<file path="src/rtl/ad_trig_pkg.sv">
// Shared types and parameter defaults for the ADC trigger generator.
package ad_trig_pkg;
  localparam int NCH_DEF   = 4;
  localparam int CNT_W_DEF = 32;
  localparam int DIV_W_DEF = 16;
  localparam int DLY_W_DEF = 16;
  localparam int PW_DEF    = 2;

  typedef enum logic [1:0] {G_IDLE, G_ARM, G_RUN} gstate_t;
  typedef enum logic [1:0] {CH_WAIT_DLY, CH_SAMPLE, CH_DONE} chstate_t;
endpackage

</file>
<file path="src/rtl/ad_trig_ch.sv">
// One trigger channel: start delay, D-per-P accumulator pacing, pulse stretcher, sticky errors.
module ad_trig_ch
  import ad_trig_pkg::*;
#(
  parameter int CNT_W = CNT_W_DEF,
  parameter int DIV_W = DIV_W_DEF,
  parameter int DLY_W = DLY_W_DEF,
  parameter int PW    = PW_DEF
) (
  input  logic             clk,
  input  logic             rst_n,
  input  logic             clr,
  input  logic             restart,
  input  logic             err_clr,
  input  logic             ch_en,
  input  logic [DIV_W-1:0] div,
  input  logic [DLY_W-1:0] dly,
  input  logic [CNT_W-1:0] period_in,
  input  logic [CNT_W-1:0] period,
  output logic             ad_start,
  output logic             cfg_err,
  output logic             short_err
);
  localparam int ACC_W = CNT_W + 1;
  localparam int PW_W  = (PW > 1) ? $clog2(PW) : 1;

  chstate_t         st;
  logic [DLY_W-1:0] dly_cnt;
  logic [ACC_W-1:0] acc, acc_sum, period_ext;
  logic [DIV_W-1:0] d_sh, cnt;
  logic [PW_W-1:0]  pw_cnt;
  logic             div_gt_p, silent, issue, last;

  always_comb begin
    acc_sum    = acc + ACC_W'(d_sh);
    period_ext = ACC_W'(period);
    div_gt_p   = CNT_W'(div) > period_in;
    silent     = !ch_en || (div == '0) || (period_in == '0) || div_gt_p;
    last       = (cnt + DIV_W'(1)) == d_sh;
    issue      = 1'b0;
    if (!restart) begin
      case (st)
        CH_WAIT_DLY: issue = (dly_cnt == '0);
        CH_SAMPLE:   issue = (acc_sum >= period_ext);
        default:     issue = 1'b0;
      endcase
    end
  end

  always_ff @(posedge clk or negedge rst_n) begin
    if (!rst_n) begin
      st       <= CH_DONE;
      dly_cnt  <= '0;
      acc      <= '0;
      d_sh     <= '0;
      cnt      <= '0;
      pw_cnt   <= '0;
      ad_start <= 1'b0;
    end else if (clr) begin
      st       <= CH_DONE;
      dly_cnt  <= '0;
      acc      <= '0;
      d_sh     <= '0;
      cnt      <= '0;
      pw_cnt   <= '0;
      ad_start <= 1'b0;
    end else begin
      if (restart) begin
        st      <= silent ? CH_DONE : CH_WAIT_DLY;
        dly_cnt <= dly;
        acc     <= '0;
        cnt     <= '0;
        d_sh    <= div;
      end else begin
        case (st)
          CH_WAIT_DLY: begin
            if (issue) begin
              acc <= '0;
              cnt <= cnt + DIV_W'(1);
              st  <= last ? CH_DONE : CH_SAMPLE;
            end else begin
              dly_cnt <= dly_cnt - DLY_W'(1);
            end
          end
          CH_SAMPLE: begin
            // remainder carries over so sample k lands at ceil(k*P/D)
            if (issue) begin
              acc <= acc_sum - period_ext;
              cnt <= cnt + DIV_W'(1);
              if (last) st <= CH_DONE;
            end else begin
              acc <= acc_sum;
            end
          end
          default: ;
        endcase
      end
      // a new sample reloads the width counter, so close samples merge
      if (issue) begin
        ad_start <= 1'b1;
        pw_cnt   <= PW_W'(PW - 1);
      end else if (pw_cnt != '0) begin
        pw_cnt <= pw_cnt - PW_W'(1);
      end else begin
        ad_start <= 1'b0;
      end
    end
  end

  always_ff @(posedge clk or negedge rst_n) begin
    if (!rst_n) begin
      cfg_err   <= 1'b0;
      short_err <= 1'b0;
    end else begin
      if (err_clr) begin
        cfg_err   <= 1'b0;
        short_err <= 1'b0;
      end
      if (restart && !clr) begin
        if (div_gt_p)       cfg_err   <= 1'b1;
        if (st != CH_DONE)  short_err <= 1'b1;
      end
    end
  end
endmodule

</file>
<file path="src/rtl/ad_trig_gen.sv">
// Phase-locked ADC trigger generator: global IDLE/ARM/RUN control and NCH paced channels.
module ad_trig_gen
  import ad_trig_pkg::*;
#(
  parameter int NCH   = NCH_DEF,
  parameter int CNT_W = CNT_W_DEF,
  parameter int DIV_W = DIV_W_DEF,
  parameter int DLY_W = DLY_W_DEF,
  parameter int PW    = PW_DEF
) (
  input  logic                 clk,
  input  logic                 rst_n,
  input  logic                 en,
  input  logic                 phase_valid,
  input  logic [CNT_W-1:0]     phase_period,
  input  logic [NCH-1:0]       ch_en,
  input  logic [NCH*DIV_W-1:0] ch_div,
  input  logic [NCH*DLY_W-1:0] ch_dly,
  input  logic                 err_clr,
  output logic [NCH-1:0]       ad_start,
  output logic                 running,
  output logic [NCH-1:0]       cfg_err,
  output logic [NCH-1:0]       short_err
);
  gstate_t          gst;
  logic [CNT_W-1:0] p_sh;
  logic             restart;

  assign restart = en && phase_valid && (gst != G_IDLE);

  always_ff @(posedge clk or negedge rst_n) begin
    if (!rst_n) begin
      gst     <= G_IDLE;
      running <= 1'b0;
      p_sh    <= '0;
    end else if (!en) begin
      gst     <= G_IDLE;
      running <= 1'b0;
      p_sh    <= '0;
    end else begin
      case (gst)
        G_IDLE: gst <= G_ARM;
        G_ARM: begin
          if (phase_valid) begin
            gst     <= G_RUN;
            running <= 1'b1;
          end
        end
        default: ;
      endcase
      if (restart) p_sh <= phase_period;
    end
  end

  for (genvar i = 0; i < NCH; i++) begin : g_ch
    ad_trig_ch #(
      .CNT_W(CNT_W),
      .DIV_W(DIV_W),
      .DLY_W(DLY_W),
      .PW   (PW)
    ) u_ch (
      .clk      (clk),
      .rst_n    (rst_n),
      .clr      (!en),
      .restart  (restart),
      .err_clr  (err_clr),
      .ch_en    (ch_en[i]),
      .div      (ch_div[i*DIV_W +: DIV_W]),
      .dly      (ch_dly[i*DLY_W +: DLY_W]),
      .period_in(phase_period),
      .period   (p_sh),
      .ad_start (ad_start[i]),
      .cfg_err  (cfg_err[i]),
      .short_err(short_err[i])
    );
  end
endmodule

</file>
<file path="config.mk">
export PLATFORM = sky130hd
export DESIGN_NAME = ad_trig_gen
export DESIGN_NICKNAME = d
export VERILOG_FILES = /design/src/rtl/ad_trig_pkg.sv /design/src/rtl/ad_trig_ch.sv /design/src/rtl/ad_trig_gen.sv
export SDC_FILE = /design/constraint.sdc
export NUM_CORES = 1
export LEC_CHECK = 0
export CAP_MARGIN = 20
export CORE_MARGIN = 3
export CORE_UTILIZATION = 40
export DETAILED_ROUTE_END_ITERATION = 8
export PLACE_DENSITY = 0.56
export SLEW_MARGIN = 5
export SYNTH_ARGS = -nofsm -noshare
export SYNTH_HDL_FRONTEND = slang
export SYNTH_SLANG_ARGS = --single-unit
</file>
<file path="constraint.sdc">
create_clock -name clk -period 8 [get_ports clk]
set_clock_uncertainty 0.15 [all_clocks]
set_input_delay 1.6 -clock clk [delete_from_list [all_inputs] [get_ports clk]]
set_output_delay 1.6 -clock clk [all_outputs]
set_load 0.1 [all_outputs]
</file>
-- Word level (Yosys, flattened, before mapping)
Cells that the tools add are included.
- eq/ne operators: 54
- add/sub/neg operators: 20
- reduce and logical (&&, ||, !) cells: 56
- $lt $le $gt $ge: 8
- multiplexer cells: 156
- operator list (cell ; count):
    $mux W16 ; 40
    $mux W33 ; 16
    $pmux W33 S2 ; 4
    $add A33 B16 Y33 ; 4
    $ge A33 B32 Y1 ; 4
    $sub A33 B32 Y33 ; 4
    $gt A16 B32 Y1 ; 4
    $logic_not A16 Y1 ; 8
    $add A16 B1 Y16 const B ; 4
    $eq A16 B16 Y1 ; 4
    $mux W32 ; 2
    $sub A16 B1 Y16 const B ; 4
    $mux W2 ; 30
    $mux W1 ; 55
    $ne A4 B3 Y1 const B ; 9
    $logic_not A32 Y1 ; 1
    $reduce_and A2 Y1 ; 14
    $ne A3 B1 Y1 const B ; 9
    $ne A3 B3 Y1 const B ; 8
    $pmux W2 S2 ; 5
    $ne A4 B1 Y1 const B ; 4
    $reduce_and A4 Y1 ; 4
    $ne A3 B2 Y1 const B ; 5
    $logic_or A1 B1 Y1 ; 12
    11 further kinds ; 40
- word-level logic and storage cells: 333
- register bits: 383

-- Logic depth before layout (Yosys ltp)
- word-level depth: 8
- gate-level depth with buffers: 24
- depth with buffers taken out: 22

-- Hierarchy
Synthesis repeated with hierarchy kept, for this count alone.
- cell total of the unflattened synthesis: 4031
- area total of the unflattened synthesis: 33370.8 µm²
- by module, submodules not included (module ; times used ; cells each ; area an instance (µm²) ; sequential area each (µm²)):
    ad_trig_ch (g_ch[1].u_ch ...) ; 2 ; 959 ; 8011.4 ; 2178.3
    ad_trig_ch (g_ch[3].u_ch) ; 1 ; 977 ; 7900.1 ; 2178.3
    ad_trig_ch (g_ch[0].u_ch) ; 1 ; 984 ; 7868.8 ; 2178.3
    ad_trig_gen ; 1 ; 152 ; 1579.0 ; 875.8

-- Worst setup path after synthesis
No wires, ideal clock.
- kind: reg2reg
- from: register g_ch[0].u_ch.d_sh[0]
- to: register g_ch[0].u_ch.ad_start
- arrival time: 5.536 ns
- setup time: 0.120 ns
- clock period less this slack: 5.806 ns
- data required time: 7.730 ns
- path slack: 2.194 ns
- cell stages (with the launch flop): 23
- path through: dfrtp_1 -> ha_1 -> fa_1 -> a211oi_1 -> o21bai_1 -> a21oi_1 -> o21ai_0 -> a41oi_1 -> clkbuf_1 -> nor2_1 -> xor2_1 -> ha_1 -> clkbuf_1 -> a21o_1 -> a21o_1 -> a21o_1 -> a2111oi_0 -> o221ai_1 -> a2111o_1 -> o21ai_1 -> buf_2 -> nor2_1 -> a31o_2
- longest elaborated chain between the ends: 6
- ends and longest elaborated chain (what ; RTL line ; RTL):
    start, declared ; ad_trig_ch.sv:30 ; logic [DIV_W-1:0] d_sh, cnt;
    start signal, assigned ; ad_trig_ch.sv:73 ; d_sh <= div;
    $add A33 B16 Y33 * ; ad_trig_ch.sv:35 ; acc_sum = acc + ACC_W'(d_sh);
    $ge A33 B32 Y1 * ; ad_trig_ch.sv:44 ; CH_SAMPLE: issue = (acc_sum >= period_ext);
    $pmux W1 S2 * ; ad_trig_ch.sv:42 ; case (st)
    $mux W1 * ; ad_trig_ch.sv:41 ; if (!restart) begin
    $mux W1 ; ad_trig_ch.sv:99 ; if (issue) begin
    $mux W1 ; ad_trig_ch.sv:59 ; end else if (clr) begin
    end signal, assigned ; ad_trig_ch.sv:58 ; ad_start <= 1'b0;
    end signal, assigned ; ad_trig_ch.sv:100 ; ad_start <= 1'b1;
    end signal, assigned ; ad_trig_ch.sv:105 ; ad_start <= 1'b0;
    end, declared ; ad_trig_ch.sv:20 ; output logic ad_start,
Every way passes the cells marked *; elsewhere a longest branch is shown, timed or not.
A chain may end at the register's enable or synchronous reset.

-- Worst setup path in the final report
- from: register g_ch[3].u_ch.d_sh[0]
- to: register g_ch[3].u_ch.acc[13]
- longest elaborated chain between the ends: 8
- ends and longest elaborated chain (what ; RTL line ; RTL):
    start, declared ; ad_trig_ch.sv:30 ;
    start signal, assigned ; ad_trig_ch.sv:73 ;
    $add A33 B16 Y33 * ; ad_trig_ch.sv:35 ;
    $ge A33 B32 Y1 ; ad_trig_ch.sv:44 ;
    $pmux W1 S2 ; ad_trig_ch.sv:42 ;
    $mux W1 ; ad_trig_ch.sv:41 ;
    $mux W33 ; ad_trig_ch.sv:87 ; if (issue) begin
    $pmux W33 S2 ; ad_trig_ch.sv:75 ; case (st)
    $mux W33 ; ad_trig_ch.sv:68 ; if (restart) begin
    $mux W33 ; ad_trig_ch.sv:59 ;
    end signal, assigned ; ad_trig_ch.sv:88 ; acc <= acc_sum - period_ext;
    end signal, assigned ; ad_trig_ch.sv:92 ; acc <= acc_sum;
    end, declared ; ad_trig_ch.sv:29 ; logic [ACC_W-1:0] acc, acc_sum, period_ext;
Marks and branches as above.

==> flow_summary_export.csv <==
group,metric,value,unit
global_routing,overflow,0,
outcome,status,"finished, final reports clean",
yosys,syn_avg_cell_area,8.200,µm²
yosys,synthCells,3860,
sta,slew-limit-headroom,0.2366,
placed_design,place_congestion,0.8978,
setup_path,r2r_slack,760,ps
detailed_routing,wirelength,110500,µm
die,coreArea,77980,µm²
global_routing,grt_antenna_before_repair,7,
placed_design,dp_hpwl,80080,µm
clocking,cts.sinks,383,
yosys,ys_seq_elements,383,
setup_path,crit_required,8330,ps
finish,layout-drive-gt1-share,0.04341,
power_and_ir_drop,p_per_area,187.3,nW/µm²
yosys,synth_top_area_cell,"dfrtp_1",
sta,maxSlewViolCount,0,
placed_design,dp.cells,4978,
clocking,post_cts_resized,0,
sta,timing.final.crit_share,0.9054,
finish,layout.nets,4431,
setup_path,end_kind,"register",
yosys,yosys-top-cells-area,"dfrtp_1 30%, ha_1 10%, xnor2_1 6.4%, nand2_1 6.0%, xor2_1 5.0%",
clocking,cts_tree,"done",
yosys,synth_cell_types,78,
global_routing,grt_pass1_vias,27970,
clocking,clk_pin_slew_worst_paths,60,ps
sta,worst_slew_pin_slew,1130,ps
die,start_util,0.4059,
power_and_ir_drop,leakagePower,16.72,nW
detailed_routing,ant_nets,0,
global_routing,gr-usage-all-layers,0.2640,
die,pin_count,182,
sta,hold_violations,0,
sta,setup-tns-final,0,ps
die,rows,102,
setup_path,path_max_fanout,27,
power_and_ir_drop,peakVddDrop,0.2227,mV
clocking,clk_path_buf_depth,3,
detailed_routing,drc,0,
placed_design,portBuffers,181,
die,die_h,287.3,µm
sta,setup_viol,0,
finish,areaGrowthSynthToFinish,14.89,%
detailed_routing,dr.pass1.iters,8,
global_routing,grt_pass1_wl,168500,µm
detailed_routing,drtIter0Drc,2228,
placed_design,dp_slack,923.1,ps
clocking,ctsHoldBuffers,0,
global_routing,grt_max_degree,167,
min_path,hold_class,"register to register",
die,die_w,287.3,µm
sta,rsz0062_at_grt,"no",
finish,final_cells,5075,
yosys,syn-num-nets,4301,
sta,fin_crit,7243,ps
clocking,cts-root-buf,"clkbuf_16",
setup_path,reg2reg_depth,21,
setup_path,path_class,"register to register",
clocking,cts_buffers,49,
run,maxCapViolations,0,
sta,clock.fmax,0.1381,GHz
detailed_routing,vias,29270,
yosys,synth-edff-count,0,
detailed_routing,via_per_inst,5.767,
yosys,synth_warnings,0,
detailed_routing,wl_per_cell,21.77,µm
sta,layout_setup_ws,756.8,ps
yosys,ys_seq_area_frac,0.3029,
yosys,synthesis.area,31650,µm²
clocking,post-cts-setup-buffers,0,
min_path,hold_path_depth,2,
clocking,insertion_delay,620,ps
setup_path,cp-start-kind,"register",
yosys,async_reset_ff_frac,1.000,
clocking,htree_levels,2,
finish,final_common_cell,"nand2_1",
die,die_area,82540,µm²
yosys,synthFlopType,"dfrtp_1",
setup_path,cp.arrival,7580,ps
finish,final_cell_mix,"505 x nand2_1, 379 x dfrtp_1, 309 x o21ai_0",
yosys,synth_top_area_share,0.2996,
## power breakdown
group	total [mW]	switching (mW)	internal [mW]
Clock	2.45	0.980	1.47
Combinational	2.16	1.30	0.856
Sequential	2.21	0.142	2.06
## cell usage after synthesis (14+ instances only)
cell type and instances:
nor2_1 290, o22ai_1 14, xnor2_1 233, xor2_1 180, nor3_1 90, o21bai_1 29
nand2_1 506, o2111ai_1 16, nand2b_1 32, and2_1 25, ha_1 264, nand4_1 55
and3_1 41, o21ai_0 309, a21oi_1 237, buf_2 14, a31oi_1 38, nand3_1 185
nor3b_1 15, inv_1 133, or3_1 34, o21a_1 55, nor2b_1 36, o211ai_1 30
mux2i_1 71, nor4_1 56, a22o_1 18, dfrtp_1 379, clkbuf_1 106, a21o_1 97
a211oi_1 23
## routing by layer
metal / global-route usage / share of wire / vias to the layer above
met5: 0 / 0.00022 / -
met4: 0.09241 / 0.040 / 4
met3: 0.04338 / 0.069 / 187
met2: 0.4032 / 0.43 / 860
met1: 0.3762 / 0.46 / 14040
li1: - / - / 14180
## metrics by stage
stage	hold slack (ps)	util	total power, mW	area (µm²)
2_1_floorplan	303.4	-	3.702	31650
3_3_place_gp	317.8	0.4433	4.368	34570
3_5_place_dp	323.2	0.4433	4.360	34570
4_1_cts	339.9	0.4662	6.838	36350
5_1_grt	346.5	0.4663	7.183	36360
6_report	335.5	0.4664	6.811	36370
## sequential cells by signal, summed over array words and instances, names as in the netlist
signal               flops
g_ch.u_ch.short_err      4
g_ch.u_ch.cfg_err        4
p_sh                    32
g_ch.u_ch.d_sh          64
g_ch.u_ch.acc          132
running                  1
g_ch.u_ch.pw_cnt         4
g_ch.u_ch.st             8
g_ch.u_ch.ad_start       4
gst                      2
g_ch.u_ch.dly_cnt       64
g_ch.u_ch.cnt           64
## worst max-delay path, stage by stage (launching register included)
cell and delay, ps:
dfrtp_1 380, ha_1 230, fa_1 260, a211oi_1 110
o21ai_0 380, a21oi_1 200, nor2_1 210, a21oi_1 150
o31ai_1 710, nand3_1 190, xnor2_1 240, ha_1 320
a21o_1 190, a21o_1 170, a21oi_1 150, o211ai_1 230
a311oi_1 610, o211ai_2 500, o21ai_4 920, buf_4 440
mux2i_1 250, o21ai_0 90
## kinds of logic after synthesis
group,Yosys count,share of synthesized area
buffers and inverters,275,0.03518
adders and majority gates,272,0.1094
and+or+nand+nor,1423,0.2111
DFF,383,0.3029
xor gates and xnor gates,413,0.1143
muxes,73,0.02316
AOI/OAI and AO/OA,1021,0.2039
## cell type report
cell class / instances / area [µm²]
tap: 1040 / 1301
multi-input combinational: 3202 / 21020
clock inverter: 26 / 381.6
antenna: 4 / 10.01
clock buffer: 66 / 1400
sequential: 383 / 9589
fill: 7724 / 41610
inverter: 133 / 499.2
timing repair buffer: 221 / 2161
## worst paths after layout
path / to / start
hold / removal: g_ch[1].u_ch.acc[14] / g_ch[1].u_ch.acc[14]
min in group asynchronous: g_ch[3].u_ch.d_sh[10] / rst_n
max in group asynchronous: g_ch[1].u_ch.cnt[11] / rst_n
setup reg to reg: g_ch[3].u_ch.acc[13] / g_ch[3].u_ch.d_sh[0]
hold reg to reg: g_ch[1].u_ch.acc[14] / g_ch[1].u_ch.acc[14]
setup / recovery: g_ch[3].u_ch.acc[13] / g_ch[3].u_ch.d_sh[0]
No activity file was read; power rests on OpenSTA's default activity.
